$ cat config.mk
export PLATFORM = sky130hd
export DESIGN_NAME = i4003_loader
export DESIGN_NICKNAME = d
export VERILOG_FILES = /design/src/rtl/i4003_loader.sv
export SDC_FILE = /design/constraint.sdc
export NUM_CORES = 1
export LEC_CHECK = 0
export CAP_MARGIN = 20
export CORE_UTILIZATION = 54
export CTS_BUF_LIST = sky130_fd_sc_hd__clkbuf_8
export DETAILED_ROUTE_END_ITERATION = 10
export PLACE_DENSITY_LB_ADDON = 0.25
export SLEW_MARGIN = 30
export SYNTH_ARGS = -nofsm -noshare
export SYNTH_HDL_FRONTEND = slang
export SYNTH_SLANG_ARGS = --single-unit
$ cat constraint.sdc
create_clock -name cp -period 1.95 [get_ports cp]
set_input_delay 0.39 -clock cp [delete_from_list [all_inputs] [get_ports cp]]
set_output_delay 0.39 -clock cp [all_outputs]
set_load 0.005 [all_outputs]
$ cat src/rtl/i4003_loader.sv
// i4003_loader: serial loader for a chain of cascaded i4003 10-bit shift
// registers. Shifts a parallel word out MSB first on sr_data/sr_cp and
// captures the previous chain contents from sr_sin as they fall out.
module i4003_loader #(
  parameter int  N_DEV = 1,
  parameter int  DIV   = 2,
  parameter int  BLANK = 1,
  localparam int W     = 10 * N_DEV
) (
  input  logic         cp,
  input  logic         rst_n,
  input  logic         start,
  input  logic [W-1:0] wdata,
  output logic         busy,
  output logic         done,
  output logic [W-1:0] rdata,
  output logic         sr_cp,
  output logic         sr_data,
  output logic         sr_e,
  input  logic         sr_sin
);

  localparam int            JW     = $clog2(W);
  localparam int            DW     = $clog2(DIV);
  localparam logic [JW-1:0] J_LAST = JW'(W - 1);
  localparam logic [DW-1:0] D_LAST = DW'(DIV - 1);

  typedef enum logic [1:0] {
    S_IDLE = 2'd0,
    S_LOW  = 2'd1,
    S_HIGH = 2'd2,
    S_DONE = 2'd3
  } state_t;

  state_t        state_q, state_d;
  logic [W-1:0]  shift_q, shift_d;
  logic [W-1:0]  rdata_q, rdata_d;
  logic [JW-1:0] bit_q, bit_d;
  logic [DW-1:0] div_q, div_d;
  logic          sr_cp_q, sr_cp_d;
  logic          sr_data_q, sr_data_d;
  logic          sr_e_q, sr_e_d;
  logic          busy_q, busy_d;
  logic          done_q, done_d;
  logic [JW-1:0] rd_idx;

  // Bit j of the transfer lands in rdata[W-1-j] (chain MSB comes out first).
  assign rd_idx = J_LAST - bit_q;

  // Next-state logic for the sequencer; every output is a registered flop.
  always_comb begin
    state_d   = state_q;
    shift_d   = shift_q;
    rdata_d   = rdata_q;
    bit_d     = bit_q;
    div_d     = div_q;
    sr_cp_d   = sr_cp_q;
    sr_data_d = sr_data_q;
    sr_e_d    = sr_e_q;
    busy_d    = busy_q;
    done_d    = 1'b0;
    case (state_q)
      S_IDLE: begin
        if (start) begin
          // First bit goes straight onto sr_data; the rest wait in shift_q.
          shift_d   = {wdata[W-2:0], 1'b0};
          sr_data_d = wdata[W-1];
          bit_d     = '0;
          div_d     = '0;
          busy_d    = 1'b1;
          if (BLANK != 0) sr_e_d = 1'b0;
          state_d   = S_LOW;
        end
      end
      S_LOW: begin
        if (div_q == D_LAST) begin
          // The delay latch still shows the pre-shift chain MSB here.
          rdata_d[rd_idx] = sr_sin;
          div_d           = '0;
          sr_cp_d         = 1'b1;
          state_d         = S_HIGH;
        end else begin
          div_d = div_q + 1'b1;
        end
      end
      S_HIGH: begin
        if (div_q == D_LAST) begin
          div_d   = '0;
          sr_cp_d = 1'b0;
          if (bit_q != J_LAST) begin
            bit_d     = bit_q + 1'b1;
            sr_data_d = shift_q[W-1];
            shift_d   = {shift_q[W-2:0], 1'b0};
            state_d   = S_LOW;
          end else begin
            done_d  = 1'b1;
            sr_e_d  = 1'b1;
            state_d = S_DONE;
          end
        end else begin
          div_d = div_q + 1'b1;
        end
      end
      S_DONE: begin
        busy_d  = 1'b0;
        state_d = S_IDLE;
      end
      default: state_d = S_IDLE;
    endcase
  end

  // State and output registers with synchronous active-low reset.
  always_ff @(posedge cp) begin
    if (!rst_n) begin
      state_q   <= S_IDLE;
      shift_q   <= '0;
      rdata_q   <= '0;
      bit_q     <= '0;
      div_q     <= '0;
      sr_cp_q   <= 1'b0;
      sr_data_q <= 1'b0;
      sr_e_q    <= 1'b0;
      busy_q    <= 1'b0;
      done_q    <= 1'b0;
    end else begin
      state_q   <= state_d;
      shift_q   <= shift_d;
      rdata_q   <= rdata_d;
      bit_q     <= bit_d;
      div_q     <= div_d;
      sr_cp_q   <= sr_cp_d;
      sr_data_q <= sr_data_d;
      sr_e_q    <= sr_e_d;
      busy_q    <= busy_d;
      done_q    <= done_d;
    end
  end

  assign busy    = busy_q;
  assign done    = done_q;
  assign rdata   = rdata_q;
  assign sr_cp   = sr_cp_q;
  assign sr_data = sr_data_q;
  assign sr_e    = sr_e_q;

endmodule
==> impl_results.md <==
- Data required, critical path: 2150 ps
- Synthesized area divided by synthesized cell count: 9.965 um^2
- Combined area of the multi-input logic cells: 945.9 um^2
- CTS clk-pin slew, worst paths: 60 ps
- Placeable core area: 2829 um^2
- Synthesis warning total: 0
- Diode insertion count for antenna repair: 0
- Maximum number of pins on one net before global-route repair: 23
- Via count of the first global-routing pass: 1385
- Depth of the CTS H-tree: 2
- Hold worst-path end: rdata[5]
- Fmax: 563.4 MHz
- DP HPWL: 2580 um
- Initial drt markers: 55
- Worst min-delay path category: reg2reg
- Most used cells in the layout excluding fill and tap cells: 31 x sky130_fd_sc_hd__dfxtp_1, 28 x sky130_fd_sc_hd__clkdlybuf4s50_1, 16 x sky130_fd_sc_hd__mux2i_1
- Relative max-transition margin: 68.61%
- Data arrival time at the worst-slack endpoint: 1970 ps
- Min-delay src: rdata[5]
- Crit path time final: 1775 ps
- Flop2flop setup slack: 170 ps
- Count of pins over their slew limit: 0
- Clock latency reported for the late side of the worst-skew pair: 280 ps
- FF+latch area: 620.6 um^2
- Area Growth Syn to Fin: 23.31%
- Crit path kind: reg2reg
- Number of antenna violations at the first check in global routing: 0
- Post-route total power: 2.332 mW
- Post-synthesis register bit count: 31
- Predominant post-synthesis flop cell: sky130_fd_sc_hd__dfxtp_1
- # nets final: 221
- Routed wire length: 3560 um
- Post-route cell area: 2052 um^2
- CTS buffer count: 5
- Mapped Area: 1664 um^2
- Commonest non-fill, non-tap cell in the layout: sky130_fd_sc_hd__dfxtp_1
- Final worst-path cycle share: 91.03%
- Fin util: 72.53%
- Fillers: 212
- GRT Total Usage: 24.40%
- Worst clock skew on the final layout: 3.872 ps
- Number of different library cells in the post-synthesis netlist: 42
- RSZ-0062 raised after global routing: no
- Synthesized Nets: 193
- Number of instances in the synthesized netlist: 167
- Core Rows: 19
- Slew at the pin closest to its max-slew limit: 469.9 ps
- Total of max-cap violations: 0
- Reg2reg path depth: 7
- Peak VDD IR: 0.8929 mV
- Overall die width: 57.51 um
- CTS Sinks: 31
- Number of hold violations in the final report: 0
- Status: complete, but fails checks
- Root buffer cell: sky130_fd_sc_hd__clkbuf_8
- Kind of capture point of the worst setup path: flip-flop
- Destination of the worst register-to-register timing path: sr_data
- Effective utilization at floorplan: 58.82%
- Placer Congestion: 0.8681
- Post-detailed-route via-to-cell ratio: 6.230
- Drt drc: 2
- Via count of the routed design: 1408
- DIE AREA: 3307 um^2
- Critical path's largest stage delay: 400 ps
- Crit-path most repeated cell: sky130_fd_sc_hd__buf_4
- Hold path depth: 2
- R2r startpoint: state_q[0]
- Detailed Routing Iterations Pass 1: 7
- Critical path peak fanout: 13
- Die Span Y: 57.51 um
- Buffer depth of the longest clock path: 2
- TNS Setup: 0 ps
- Count of buffering cells on the critical path with inverters included: 3
- Number of antenna-violating nets in the routed design: 0
- Series of cell instances along the critical path: inv_1 > ha_1 > buf_4 > nand4_1 > buf_4 > a31oi_1 > a211oi_2
- CTS tree: yes
- Failing checks: DRC
- Count of flip-flops with a built-in enable after synthesis: 0
- Aggregate global routing overflow: 0
- Kind of cell adding the most delay to the critical path: buffers and inverters
- Endpoints failing setup: 0
- Seq/Total Area, Yosys: 37.29%
- I/O pins: 29
- Wire length of the first global-routing pass: 6113 um
- Post-Place Cell Area: 1961 um^2
- Launching element type of the critical path: flip-flop
- Post-synth ARST share: 0%
- Lkg Pwr: 0.8268 nW
- Routed wirelength normalized by instance count: 15.75 um
- Cell area power density: 1136 nW/um^2
- Cell with the biggest individual delay on the critical path: sky130_fd_sc_hd__dfxtp_1
- IO buf count: 28
- Share of final-layout standard cells stronger than drive strength 1: 12.31%
cells in the mapped netlist, types with 2 or more instances:
library cell               number  area, um^2
sky130_fd_sc_hd__dfxtp_1       31       620.6
sky130_fd_sc_hd__mux2i_1       16       160.2
sky130_fd_sc_hd__nand2_1       13       48.80
sky130_fd_sc_hd__ha_1          12       150.1
sky130_fd_sc_hd__nand4_1       10       62.56
sky130_fd_sc_hd__clkbuf_1       7       26.28
sky130_fd_sc_hd__inv_1          7       26.28
sky130_fd_sc_hd__nand3_1        6       30.03
sky130_fd_sc_hd__o211a_1        6       60.06
sky130_fd_sc_hd__a211oi_2       5       62.56
sky130_fd_sc_hd__a31oi_1        5       31.28
sky130_fd_sc_hd__o41ai_1        5       43.79
sky130_fd_sc_hd__o311ai_0       4       35.03
sky130_fd_sc_hd__a21oi_1        3       15.01
sky130_fd_sc_hd__nand4b_1       3       26.28
sky130_fd_sc_hd__nor3_1         3       15.01
sky130_fd_sc_hd__buf_2          2       10.01
sky130_fd_sc_hd__buf_6          2       22.52
sky130_fd_sc_hd__o211ai_1       2       15.01
sky130_fd_sc_hd__o21ai_0        2       10.01
sky130_fd_sc_hd__o22ai_1        2       12.51
worst max path at each step:
stage,from,depth (start not counted),end,slack (ps)
floorplan,state_q[0],7,shift_q[7],220
global placement,start,5,state_q[1],230
detailed placement,start,4,div_q,170
CTS,state_q[0],7,sr_data,170
global route,bit_q[1],5,rdata[9],20
finish,state_q[0],7,sr_data,170
cell type report:
type                    instances  area share (%)
clock inverters                 1          0.2439
flip-flops and latches         31           30.24
well taps                      31           1.890
inverters                       7           1.280
clock buffers                   6           4.024
multi-input cells             115           46.10
repair buffers                 35           16.22
through the flow:
stage	setup slack [ps]	instances	hold slack, ps
after detailed placement	171.4	219	459.0
after global placement	230.3	219	445.4
after CTS	167.8	226	468.7
after global routing	22.46	226	487.5
after floorplan	217.5	167	445.9
final	175.0	226	459.3
state kept, by name, summed over array words and instances (netlist names):
signal   flops
sr_cp        1
rdata       10
state_q      2
shift_q      9
div_q        1
sr_data      1
done         1
busy         1
bit_q        4
sr_e         1
where the power goes:
part	switching [mW]	internal, mW
logic	0.528	0.431
clock network	0.227	0.276
registers	0.102	0.768
worst register-to-register path: stages (launching register included):
cell	delay [ps]
sky130_fd_sc_hd__dfxtp_1	400
sky130_fd_sc_hd__inv_1	120
sky130_fd_sc_hd__ha_1	260
sky130_fd_sc_hd__buf_4	220
sky130_fd_sc_hd__nand4_1	160
sky130_fd_sc_hd__buf_4	180
sky130_fd_sc_hd__a31oi_1	110
sky130_fd_sc_hd__a211oi_2	240
timing repair:
action | CTS | global route
gates resized for setup | 0 | 1
setup endpoints to repair | 0 | 1
buffers inserted | 0 | 0
hold buffers | 0 | 0
metal layers:
metal	track usage, %	wire length (um)	vias to the layer above
li1	-	-	694
met2	43.85	1893	37
met4	10.80	56	0
met5	0	0	-
met1	26.52	1468	671
met3	6.803	142	6
cell families after synthesis:
group	synth area share, %
AO/OA/AOI/OAI	21.13
XOR/XNOR	1.504
adder cells (fa/ha/maj)	9.022
buffers and inverters	6.090
flip-flops	37.29
multiplexers	10.53
AND/OR/NAND/NOR	14.44
No activity file was read; power rests on OpenSTA's default activity.
==> RTL change, RTL diff (same flow settings) <==
Reset style: asynchronous (`rst_n`), changed in one clocked block. Comments in the files are not updated.
--- a/src/rtl/i4003_loader.sv
+++ b/src/rtl/i4003_loader.sv
@@ -110,7 +110,7 @@
   end
 
   // State and output registers with synchronous active-low reset.
-  always_ff @(posedge cp) begin
+  always_ff @(posedge cp or negedge rst_n) begin
     if (!rst_n) begin
       state_q   <= S_IDLE;
       shift_q   <= '0;
Behaviour: differs if rst_n is asserted again (counterexample within 4 cycles, from zero or initial values and one cycle with rst_n low); with rst_n held inactive, the same outputs for 10 cycles.
==> RTL change against the original RTL <==
- worst setup slack got worse by 0.11 ns
- count of clock-buffer cells in the layout fell by 1
- sequential cell count did not move
- total power rose by 56%
- final area rose by 23%
- critical path depth did not move
- synthesized area rose by 21%
- routed wire length rose by 31%
- core utilization rose by 0.68 points
- global-route usage rose by 1.0 points
- highest routed layer unchanged
==> RTL change: results (changes against the original RTL) <==
LAYOUT
------------------------------------------------------------------------------------
Area of the multi-input gates                                           0.001115 mm2   +18%
Diode count                                                                        0   unchanged
Number of filler cells placed in the layout                                      251   +18%
Total number of nets in the final design                                         262   +19%
Number of flip-flops in the largest register                                      10   unchanged
Fraction of layout cells with a size suffix above 1                           20.25%   +7.9 points

STA
------------------------------------------------------------------------------------
Max Clock Skew                                                           0.006474 ns   +0.002602 ns
Pin slew with the least headroom to its limit                              0.5937 ns   +0.1238 ns

CRITICAL PATH
------------------------------------------------------------------------------------
Slowest stage cell on the critical path                                      dfrtp_1
Largest stage delay on the critical path                                     0.44 ns   +0.04 ns
Cell family with the largest share of critical-path delay               compound AO/OA/AOI/OAI gates
Maximum fanout encountered on the critical timing path                            12   -1
Data arrival at the endpoint of the critical path                            2.03 ns   +0.06 ns

LOGIC SYNTHESIS
------------------------------------------------------------------------------------
Netlist cell types                                                                38   -9.5%
Most common cell in the netlist                                              dfrtp_1
Synth Net Count                                                                  233   +21%
Most area-consuming cells after synthesis                               dfrtp_1 (39%), ha_1 (7.5%), a21oi_1 (6.0%), mux2_2 (5.6%), nand4b_1 (4.8%)
Top post-synthesis cells by count                                       dfrtp_1 (31), a21oi_1 (24), clkbuf_1 (13)
Sequential element share of the synthesized area                              38.51%   +1.2 points
Yosys warning count                                                                0   unchanged
Proportion of netlist area held by the largest area contributor               38.51%   +1.2 points
Proportion of synthesized flip-flops having asynchronous set or reset         100.0%   +100 points

GRT
------------------------------------------------------------------------------------
Initial antenna violation count                                                    0   unchanged
Number of global-route vias before repair                                       1721   +24%
Largest net degree at the start of global routing                                 36   +57%
First-pass GRT wire length                                                  7.921 mm   +30%
Total Routing Usage GR                                                        25.41%   +1.0 points

CLOCK NETWORK
------------------------------------------------------------------------------------
Clock tree root buffer cell                                                 clkbuf_8
Cts bufs inserted                                                                  5   unchanged
Buffers from clock root to sink, at most                                           2   unchanged
Maximum level of the CTS H-tree                                                    2   unchanged
Clock latency reported for the late side of the worst-skew pair              0.29 ns
Worst-path clk slew                                                          0.07 ns

DETAILED ROUTING
------------------------------------------------------------------------------------
Detailed-route wire length                                                  4.653 mm   +31%
1st-pass router iterations                                                         4   -3
Initial detailed-routing violation count                                         167   +200%
Routed vias                                                                     1758   +25%

PWR
------------------------------------------------------------------------------------
Leakage power                                                               1.008 nW   +22%
Peak supply drop                                                           0.9452 mV   +5.9%

MIN PATH
------------------------------------------------------------------------------------
Min-delay worst type                                                    input port to asynchronous set/reset pin

PLACEMENT
------------------------------------------------------------------------------------
Buffers added on ports                                                            28   unchanged
HPWL reported at the end of detailed placement                              3.087 mm   +20%
Standard cell area after detailed placement                             0.002374 mm2   +21%
Final Wtd Congestion                                                          0.8545   -1.6%
Dpl ws                                                                   -0.02855 ns   -0.2000 ns

RUN STATUS
------------------------------------------------------------------------------------
Run status                                                                 completed

DIE
------------------------------------------------------------------------------------
Horizontal die dimension                                                    63.08 um   +9.7%

-- RTL change: cell type report --
type	instances	share of cell area (%)
Multi-Input combinational cell	147	44.24
Sequential cell	31	30.78
Timing Repair Buffer	44	16.39
Clock buffer	5	2.731
Clock inverter	3	2.532
Tap cell	46	2.284
Inverter	7	1.043
-- RTL change: kinds of logic (layout without fill, tap and decap cells) --
logic type,after synthesis,after routing,share of synthesized area [%]
AOI/OAI and AO/OA,57,57,19.63
xor gates and xnor gates,2,2,0.8697
adders and majority gates,12,12,7.453
buffers and inverters,29,59,6.832
DFF,31,31,38.51
muxes,10,10,5.590
and+or+nand+nor,66,66,21.12
-- RTL change: metrics by stage --
step / power [mW] / instances
floorplan: 2.217 / 207
global placement: 2.734 / 275
detailed placement: 2.826 / 275
CTS: 3.599 / 283
global route: 3.863 / 283
finish: 3.627 / 283
-- RTL change: repair_timing --
action | 4_1_cts | 5_1_grt
gates resized for setup | 1 | 4
buffers inserted | 0 | 0
hold buffers | 0 | 0
setup endpoints to repair | 6 | 12
-- RTL change: power by group --
group / leakage [nW] / switching [mW] / internal [mW]
Sequential: 0.378 / 0.206 / 0.884
Clock: 0.0695 / 0.252 / 0.505
Combinational: 0.561 / 0.922 / 0.858
-- RTL change: per-layer routing --
metal	vias to the layer above	GRT usage [%]	share of wire (%)
met3	6	6.703	6.0
met2	71	38.98	47
li1	835	-	-
met5	-	0	0
met1	846	34.38	46
met4	0	9.012	0.95
-- RTL change: worst register-to-register path, delay by kind of cell, from the launching register on --
family	cells	cell delay [ns]
adder cells (fa/ha/maj)	1	0.23
AND/OR/NAND/NOR	1	0.14
buffers and inverters	3	0.43
flip-flops	1	0.44
AO/OA/AOI/OAI	2	0.51
-- RTL change: path summary, 6_finish.rpt --
path,to,cells past startpoint,startpoint,slack [ns]
setup / recovery,shift_q[3],7,state_q[1],0.07
hold / removal,rdata[8],2,rst_n,0.50
setup reg to reg,shift_q[3],7,state_q[1],0.07
hold reg to reg,rdata[2],1,rdata[2],0.51
max in group asynchronous,shift_q[4],2,rst_n,1.16
min in group cp,rdata[2],1,rdata[2],0.51
